$ cat src/rtl/fc1_sched.sv
// fc1_sched -- issue sequencer for the FC1 multiply-accumulate datapath.
//
// Walks species (s) x output neuron (j) x input element (i), innermost i.
// Each issued beat reads one input sample and one weight. One cycle later
// the accumulator strobes follow, and two cycles later the finished neuron
// is written to the output RAM.
//
// Ports:
//   clk        rising-edge clock
//   rst_n      synchronous active-low reset, aborts any pass in flight
//   start      begin a full layer pass (only honoured while idle)
//   stall      freeze issue; beats already issued keep moving
//   w_en       data RAM / weight ROM read enable
//   data_addr  s*IN_NUM + i of the issued beat
//   w_addr     j*IN_NUM + i of the issued beat
//   bias_en    bias read enable, on the issue of i==0
//   bias_addr  j of the issued beat
//   acc_clr    first MAC beat of a neuron (load instead of add)
//   acc_en     MAC beat valid
//   acc_last   final MAC beat of a neuron
//   out_we     output RAM write enable
//   out_addr   s*OUT_NUM + j of the neuron being written (held between writes)
//   busy       pass in progress
//   done       one-cycle pulse after the final output write
module fc1_sched #(
    parameter int SPECIES = 42,
    parameter int IN_NUM  = 480,
    parameter int OUT_NUM = 64,
    parameter int DA_W    = 15,
    parameter int WA_W    = 15,
    parameter int OA_W    = 12
) (
    input  logic            clk,
    input  logic            rst_n,
    input  logic            start,
    input  logic            stall,
    output logic            w_en,
    output logic [DA_W-1:0] data_addr,
    output logic [WA_W-1:0] w_addr,
    output logic            bias_en,
    output logic [5:0]      bias_addr,
    output logic            acc_clr,
    output logic            acc_en,
    output logic            acc_last,
    output logic            out_we,
    output logic [OA_W-1:0] out_addr,
    output logic            busy,
    output logic            done
);

    localparam int IW = $clog2(IN_NUM + 1);
    localparam int JW = $clog2(OUT_NUM + 1);
    localparam int SW = $clog2(SPECIES + 1);

    typedef enum logic [1:0] {IDLE, RUN, DRAIN, DONE} state_t;

    state_t          state;
    state_t          state_d;
    logic [IW-1:0]   i_cnt;
    logic [JW-1:0]   j_cnt;
    logic [SW-1:0]   s_cnt;
    logic [DA_W-1:0] d_base;
    logic [DA_W-1:0] d_ptr;
    logic [WA_W-1:0] w_ptr;
    logic [OA_W-1:0] o_ptr;
    logic            drain_cnt;
    logic            issue;
    logic            i_last;
    logic            j_last;
    logic            s_last;
    logic            iss_last;
    logic [OA_W-1:0] iss_oaddr;
    logic [OA_W-1:0] last_oaddr;

    assign i_last = (i_cnt == IW'(IN_NUM - 1));
    assign j_last = (j_cnt == JW'(OUT_NUM - 1));
    assign s_last = (s_cnt == SW'(SPECIES - 1));

    // State register.
    always_ff @(posedge clk) begin
        if (!rst_n) begin
            state <= IDLE;
        end else begin
            state <= state_d;
        end
    end

    // Next-state logic. A beat issues on every unstalled RUN cycle; the beat
    // with all three counters at their last value moves us into DRAIN.
    always_comb begin
        state_d = state;
        issue   = 1'b0;
        case (state)
            IDLE: begin
                if (start) begin
                    state_d = RUN;
                end
            end
            RUN: begin
                if (!stall) begin
                    issue = 1'b1;
                    if (i_last && j_last && s_last) begin
                        state_d = DRAIN;
                    end
                end
            end
            DRAIN: begin
                if (drain_cnt) begin
                    state_d = DONE;
                end
            end
            DONE: begin
                state_d = IDLE;
            end
            default: begin
                state_d = IDLE;
            end
        endcase
    end

    // Two DRAIN cycles let the last beat reach the output write.
    always_ff @(posedge clk) begin
        if (!rst_n) begin
            drain_cnt <= 1'b0;
        end else begin
            drain_cnt <= (state == DRAIN) ? ~drain_cnt : 1'b0;
        end
    end

    // Loop counters and address pointers. Products are never formed: the
    // data pointer restarts from the per-species base on each new neuron,
    // the weight pointer just counts through all neurons of one species,
    // and the output index counts finished neurons. Everything wraps to 0
    // after the final beat so the next pass starts clean.
    always_ff @(posedge clk) begin
        if (!rst_n) begin
            i_cnt  <= '0;
            j_cnt  <= '0;
            s_cnt  <= '0;
            d_base <= '0;
            d_ptr  <= '0;
            w_ptr  <= '0;
            o_ptr  <= '0;
        end else if (issue) begin
            if (!i_last) begin
                i_cnt <= i_cnt + 1'b1;
                d_ptr <= d_ptr + 1'b1;
                w_ptr <= w_ptr + 1'b1;
            end else begin
                i_cnt <= '0;
                if (!j_last) begin
                    j_cnt <= j_cnt + 1'b1;
                    w_ptr <= w_ptr + 1'b1;
                    d_ptr <= d_base;
                    o_ptr <= o_ptr + 1'b1;
                end else begin
                    j_cnt <= '0;
                    w_ptr <= '0;
                    if (!s_last) begin
                        s_cnt  <= s_cnt + 1'b1;
                        d_base <= d_base + DA_W'(IN_NUM);
                        d_ptr  <= d_base + DA_W'(IN_NUM);
                        o_ptr  <= o_ptr + 1'b1;
                    end else begin
                        s_cnt  <= '0;
                        d_base <= '0;
                        d_ptr  <= '0;
                        o_ptr  <= '0;
                    end
                end
            end
        end
    end

    // Registered outputs. The issue stage latches the addresses, the next
    // stage raises the accumulator strobes, and the stage after that writes
    // the neuron result. The neuron's output index travels alongside so a
    // write and the next neuron's clear can overlap.
    always_ff @(posedge clk) begin
        if (!rst_n) begin
            w_en       <= 1'b0;
            data_addr  <= '0;
            w_addr     <= '0;
            bias_en    <= 1'b0;
            bias_addr  <= '0;
            acc_clr    <= 1'b0;
            acc_en     <= 1'b0;
            acc_last   <= 1'b0;
            out_we     <= 1'b0;
            out_addr   <= '0;
            busy       <= 1'b0;
            done       <= 1'b0;
            iss_last   <= 1'b0;
            iss_oaddr  <= '0;
            last_oaddr <= '0;
        end else begin
            w_en    <= issue;
            bias_en <= issue && (i_cnt == '0);
            if (issue) begin
                data_addr <= d_ptr;
                w_addr    <= w_ptr;
                bias_addr <= 6'(j_cnt);
                iss_last  <= i_last;
                iss_oaddr <= o_ptr;
            end
            acc_en     <= w_en;
            acc_clr    <= bias_en;
            acc_last   <= w_en && iss_last;
            last_oaddr <= iss_oaddr;
            out_we     <= acc_last;
            if (acc_last) begin
                out_addr <= last_oaddr;
            end
            busy <= (state == RUN) || (state == DRAIN);
            done <= (state == DONE);
        end
    end

endmodule
$ cat config.mk
export PLATFORM = sky130hd
export DESIGN_NAME = fc1_sched
export DESIGN_NICKNAME = d
export VERILOG_FILES = /design/src/rtl/fc1_sched.sv
export SDC_FILE = /design/constraint.sdc
export NUM_CORES = 1
export LEC_CHECK = 0
export ABC_AREA = 0
export CAP_MARGIN = 25
export CORE_MARGIN = 2
export CORE_UTILIZATION = 40
export DETAILED_ROUTE_END_ITERATION = 6
export GPL_TIMING_DRIVEN = 0
export HOLD_SLACK_MARGIN = 0.05
export SYNTH_ARGS = -nofsm -noshare
export SYNTH_HDL_FRONTEND = slang
export SYNTH_SLANG_ARGS = --single-unit
$ cat constraint.sdc
create_clock -name clk -period 2.8 [get_ports clk]
set_input_delay 0.56 -clock clk [delete_from_list [all_inputs] [get_ports clk]]
set_output_delay 0.56 -clock clk [all_outputs]
set_load 0.01 [all_outputs]
# --- Yosys cells after proc, flatten, opt, wreduce, memory -nomap -nowiden ---
# Index checks and enable logic that the tools add are counted.
classes:
  div_mod_pow: 0
  n_reduce_logical: 11
  muxes: 17
  multipliers: 0
  n_addsub: 7
  bitwise: 1
  magnitude_cmp: 0
  shifts: 0
  n_eq_ne: 10
op_table:
  columns: ["op", "count"]
  rows:
  - ["two-way mux 15 bit", 5]
  - ["adder 15 x 1 -> 15 bit, second input constant", 2]
  - ["two-way mux 12 bit", 2]
  - ["adder 15 x 9 -> 15 bit, second input constant", 1]
  - ["adder 12 x 1 -> 12 bit, second input constant", 1]
  - ["adder 9 x 1 -> 9 bit, second input constant", 1]
  - ["equality test 9 bit, second input constant", 1]
  - ["zero test 9 bit", 1]
  - ["two-way mux 9 bit", 1]
  - ["two-way mux 2 bit", 4]
  - ["!= test 2 bit, second input constant", 4]
  - ["one-hot mux 2 bit (4 select lines)", 1]
  - ["adder 7 x 1 -> 7 bit, second input constant", 1]
  - ["equality test 7 x 6 -> 1 bit, second input constant", 1]
  - ["two-way mux 7 bit", 1]
  - ["adder 6 x 1 -> 6 bit, second input constant", 1]
  - ["equality test 6 bit, second input constant", 1]
  - ["two-way mux 6 bit", 1]
  - ["equality test 2 bit, second input constant", 2]
  - ["logical AND 1 bit", 4]
  - ["AND reduction 2 bit", 2]
  - ["AND reduction 4 bit", 1]
  - ["AND reduction 3 bit", 1]
  - ["equality test 2 x 1 -> 1 bit, second input constant", 1]
  - ["4 further kinds", 5]
totals:
  memories: 0
  register_bits: 163
  word_cells: 70
  output_inout_bits: 56
  input_bits: 4
  ramBits: 0
  romBits: 0
  latchBits: 0

# --- Depth between registers and ports, before layout ---
depth:
  depth_word: 6
  depth_mapped: 9
  ltp_nobuf: 7

# --- Least setup slack after synthesis ---
# No wires, ideal clock.
synth_timing:
  path_type: "register -> register"
  startpoint: "reg j_cnt[0]"
  endpoint: "reg state[1]"
  period_less_slack_ns: 2.115
  t_required_ns: 2.728
  stages_incl_launch_ff: 8
  t_arrival_ns: 2.043
  setup_ns: 0.072
  n_path_buf: 1
  setup_slack_ns: 0.685
  cell_sequence: "dfxtp_1 ha_1 nand3_1 or4b_1 clkbuf_1 o31a_1 a221oi_2 mux2i_1"
synth_between:
  elab_chain_cells: 5
synth_lines:
  columns: ["item", "line_no", "text"]
  rows:
  - ["start: declaration", "60", "logic [JW-1:0] j_cnt;"]
  - ["start signal: assignment", "152", "j_cnt <= j_cnt + 1'b1;"]
  - ["equality test 7 x 6 -> 1 bit", "76", "assign j_last = (j_cnt == JW'(OUT_NUM - 1));"]
  - ["logical AND 1 bit (2 in series)", "102", "if (i_last && j_last && s_last) begin"]
  - ["!= test 2 bit (no source line)", null, null]
  - ["AND reduction 4 bit (no source line)", null, null]
  - ["end signal: assignment", "84", "state <= state_d;"]
  - ["end: declaration", "57", "state_t state;"]
# No other way between the ends.
# A chain may end at the register's enable or synchronous reset.

# --- Final worst setup path ---
layout_timing:
  startpoint: "reg i_cnt[0]"
  endpoint: "reg d_ptr[9]"
layout_between:
  elab_chain_cells: 2
layout_lines:
  columns: ["item", "line_no", "text"]
  rows:
  - ["start: declaration", "59", "logic [IW-1:0] i_cnt;"]
  - ["start signal: assignment", "146", "i_cnt <= i_cnt + 1'b1;"]
  - ["equality test 9 bit", "75", "assign i_last = (i_cnt == IW'(IN_NUM - 1));"]
  - ["two-way mux 15 bit", "145", "if (!i_last) begin"]
  - ["end signal: assignment", "147", "d_ptr <= d_ptr + 1'b1;"]
  - ["end signal: assignment", "154", "d_ptr <= d_base;"]
  - ["end signal: assignment", "162", "d_ptr <= d_base + DA_W'(IN_NUM);"]
  - ["end: declaration", "63", "logic [DA_W-1:0] d_ptr;"]
# No other way between the ends.

==> impl_metrics.tcl <==
set metrics [dict create \
    grt_pass1_vias 5299 \
    cts_tree "yes" \
    chipHeight_microns 132 \
    totalWireLength_microns 17400 \
    final_layout_size_suffix_gt1_share_pct 5.93 \
    grt_max_degree 17 \
    vias 5660 \
    cp_cell_sequence "ha_1 -> and4b_1 -> and3_1 -> buf_2 -> buf_1 -> o211ai_1 -> and4_1" \
    worst_path_max_delay_cell "buf_1" \
    viasPerCell 5.34 \
    drv_slew 0 \
    crit_path_max_fanout 10 \
    crit_type "reg -> reg" \
    nets 848 \
    cts_setup_buffers 0 \
    io_buffers 59 \
    core_sq_um 16000 \
    postPlaceCellArea_sq_um 7460 \
    postLayoutCellArea_sq_um 8040 \
    synthArstFlopShare_pct 0 \
    ys_types 54 \
    stdcell_count 1059 \
    multi_input_area_sq_um 3110 \
    fill_cells 1569 \
    critPathRequiredTime_ns 3.13 \
    syn_area_sq_um 6600 \
    clk-insertion-delay-late_ns 0.43 \
    start_util_pct 41.2 \
    syn_avg_cell_area_sq_um 8.75 \
    worstMarginPinSlew_ns 0.802 \
    synth_area_leader_cell "dfxtp_1" \
    arrival_ns 2.91 \
    synth_top_area_share_pct 49.5 \
    clk_pin_slew_worst_paths_ns 0.07 \
    worstSetupEndpointType "register" \
    die_area_sq_um 17500 \
    max_cap_viol_count 0 \
    antenna_cells 0 \
    overflow 0 \
    synth_warnings 0 \
    hold_path_class "reg -> reg" \
    grt_use_total_pct 20.0 \
    hpwl_microns 12400 \
    hold_viol 0 \
    critPathTopFamily "simple AND/OR/NAND/NOR gates" \
    grt_pass1_wl_microns 27900 \
    placedCellCount 1029 \
    p_leak_uw 0.00278 \
    fin_crit_sh_pct 92.3 \
    fmax_mhz 387 \
    drc 0 \
    numCtsBuffers 17 \
    drtIter0Drc 412 \
    ys_ff_latch 163 \
    syn_nets 771 \
    rsz0062_at_grt "no" \
    seq_area_sq_um 3260 \
    wl_per_cell_microns 16.4 \
    slowest_delay_ns 0.52 \
    fin_skew_ns 0.0109 \
    synth_edf_count 0 \
    relSlewSlack_pct 46.0 \
    antenna_found_initial 1 \
    min_period_ns 2.59 \
    drtAntennaViolNets 0 \
    htreeDepth 4 \
    ir_drop_uv 463 \
    status "finished clean" \
    place_congestion 0.882 \
    clockRootBuffer "clkbuf_16" \
    seq_area_frac_synth_pct 49.5 \
    startpoint_type "register" \
    area_growth_pct 22.0 \
    setup_tns_ns 0 \
    synth.most_common_cell "dfxtp_1" \
    synth.top_cells.by_count "163 x dfxtp_1, 115 x nand2_1, 66 x nor2_1" \
    synth_cells 754 \
    worstPathBufferInverterCount 2 \
    synth-main-ff-cell "dfxtp_1" \
    drt_pass1_iterations 7 \
    pin_count 60 \
    setup_viol 0 \
    synth_area_leaders "dfxtp_1 49%, nand2_1 6.5%, a21oi_1 4.9%" \
    cts.path.max_buffers 2 \
    cellPowerDensity_nw_per_um2 666 \
    cts_num_sinks 163 \
    rows 46 \
    die_w_microns 132 \
]
## power by group
part,total [uW],switching (uW),internal (uW),leakage [uW]
logic,536,353,183,0.00118
registers,2480,53.1,2430,0.00132
clock network,2340,996,1350,0.000289
total,5360,1400,3960,0.00278
## state kept, by name, summed over array words and instances (netlist names), 9 cells and up
register and count:
i_cnt 9, w_ptr 15, out_addr 12, w_addr 15
d_ptr 15, o_ptr 12, iss_oaddr 12, data_addr 15
last_oaddr 12, d_base 15
## worst paths after layout
kind | startpoint | to | slack (ns) | cells past startpoint
min | j_cnt[6] | j_cnt[6] | 0.45 | 1
max reg2reg | i_cnt[0] | d_ptr[9] | 0.21 | 7
min reg2reg | j_cnt[6] | j_cnt[6] | 0.45 | 1
max | i_cnt[0] | d_ptr[9] | 0.21 | 7
## repair_timing
action                     4_1_cts  5_1_grt
setup endpoints to repair        0       10
hold buffers                     0        0
resized for setup                0        2
## cell usage in the layout (no fill, tap or decap), drive strengths merged, types with 5 or more instances in the layout
master,n
nor4,10
inv,19
buf,16
mux2i,13
a31oi,6
xnor2,10
and2,27
clkinv,6
xor2,29
ha,13
nor2,66
dfxtp,163
nand3,35
and3,11
a21oi,64
o221a,6
nand2,115
clkdlybuf4s50,59
clkbuf,44
o22a,12
nand4,22
nor3,14
or3,5
o21ai,22
## logic make-up after synthesis
family / Yosys count / synth area share, %
and+or+nand+nor: 325 / 23.6
DFF: 163 / 49.5
buffers and inverters: 58 / 3.36
muxes: 16 / 2.49
xor gates and xnor gates: 39 / 5.18
AOI/OAI and AO/OA: 140 / 13.5
adders and majority gates: 13 / 2.47
## per-stage QoR
stage               hold WS, ns  setup slack, ns  total power (uW)  util, %
CTS                       0.448            0.129              5390     50.3
floorplan                 0.423            0.685              2870        -
detailed placement        0.437           -0.248              3070     46.6
finish                    0.446            0.215              5360     50.3
global placement          0.427           -0.196              3050     46.6
global route              0.465           0.0621              5560     50.3
## metal layers
layer / track usage (%) / share of wire (%) / up-vias
li1: - / - / 2788
met1: 27.2 / 47 / 2668
met2: 31.4 / 46 / 177
met3: 4.27 / 5.8 / 25
met4: 7.47 / 1.7 / 2
met5: 0 / 0.075 / -
## layout make-up
cell class | instances | share of cell area [%]
Buffer | 42 | 2.02
Clock buffer | 18 | 5.46
Multi-Input combinational cell | 533 | 38.7
Tap cell | 216 | 3.36
Inverter | 15 | 0.700
Sequential cell | 163 | 40.6
Clock inverter | 13 | 1.87
Timing Repair Buffer | 59 | 7.34
Power figures use the tool's default switching activity.
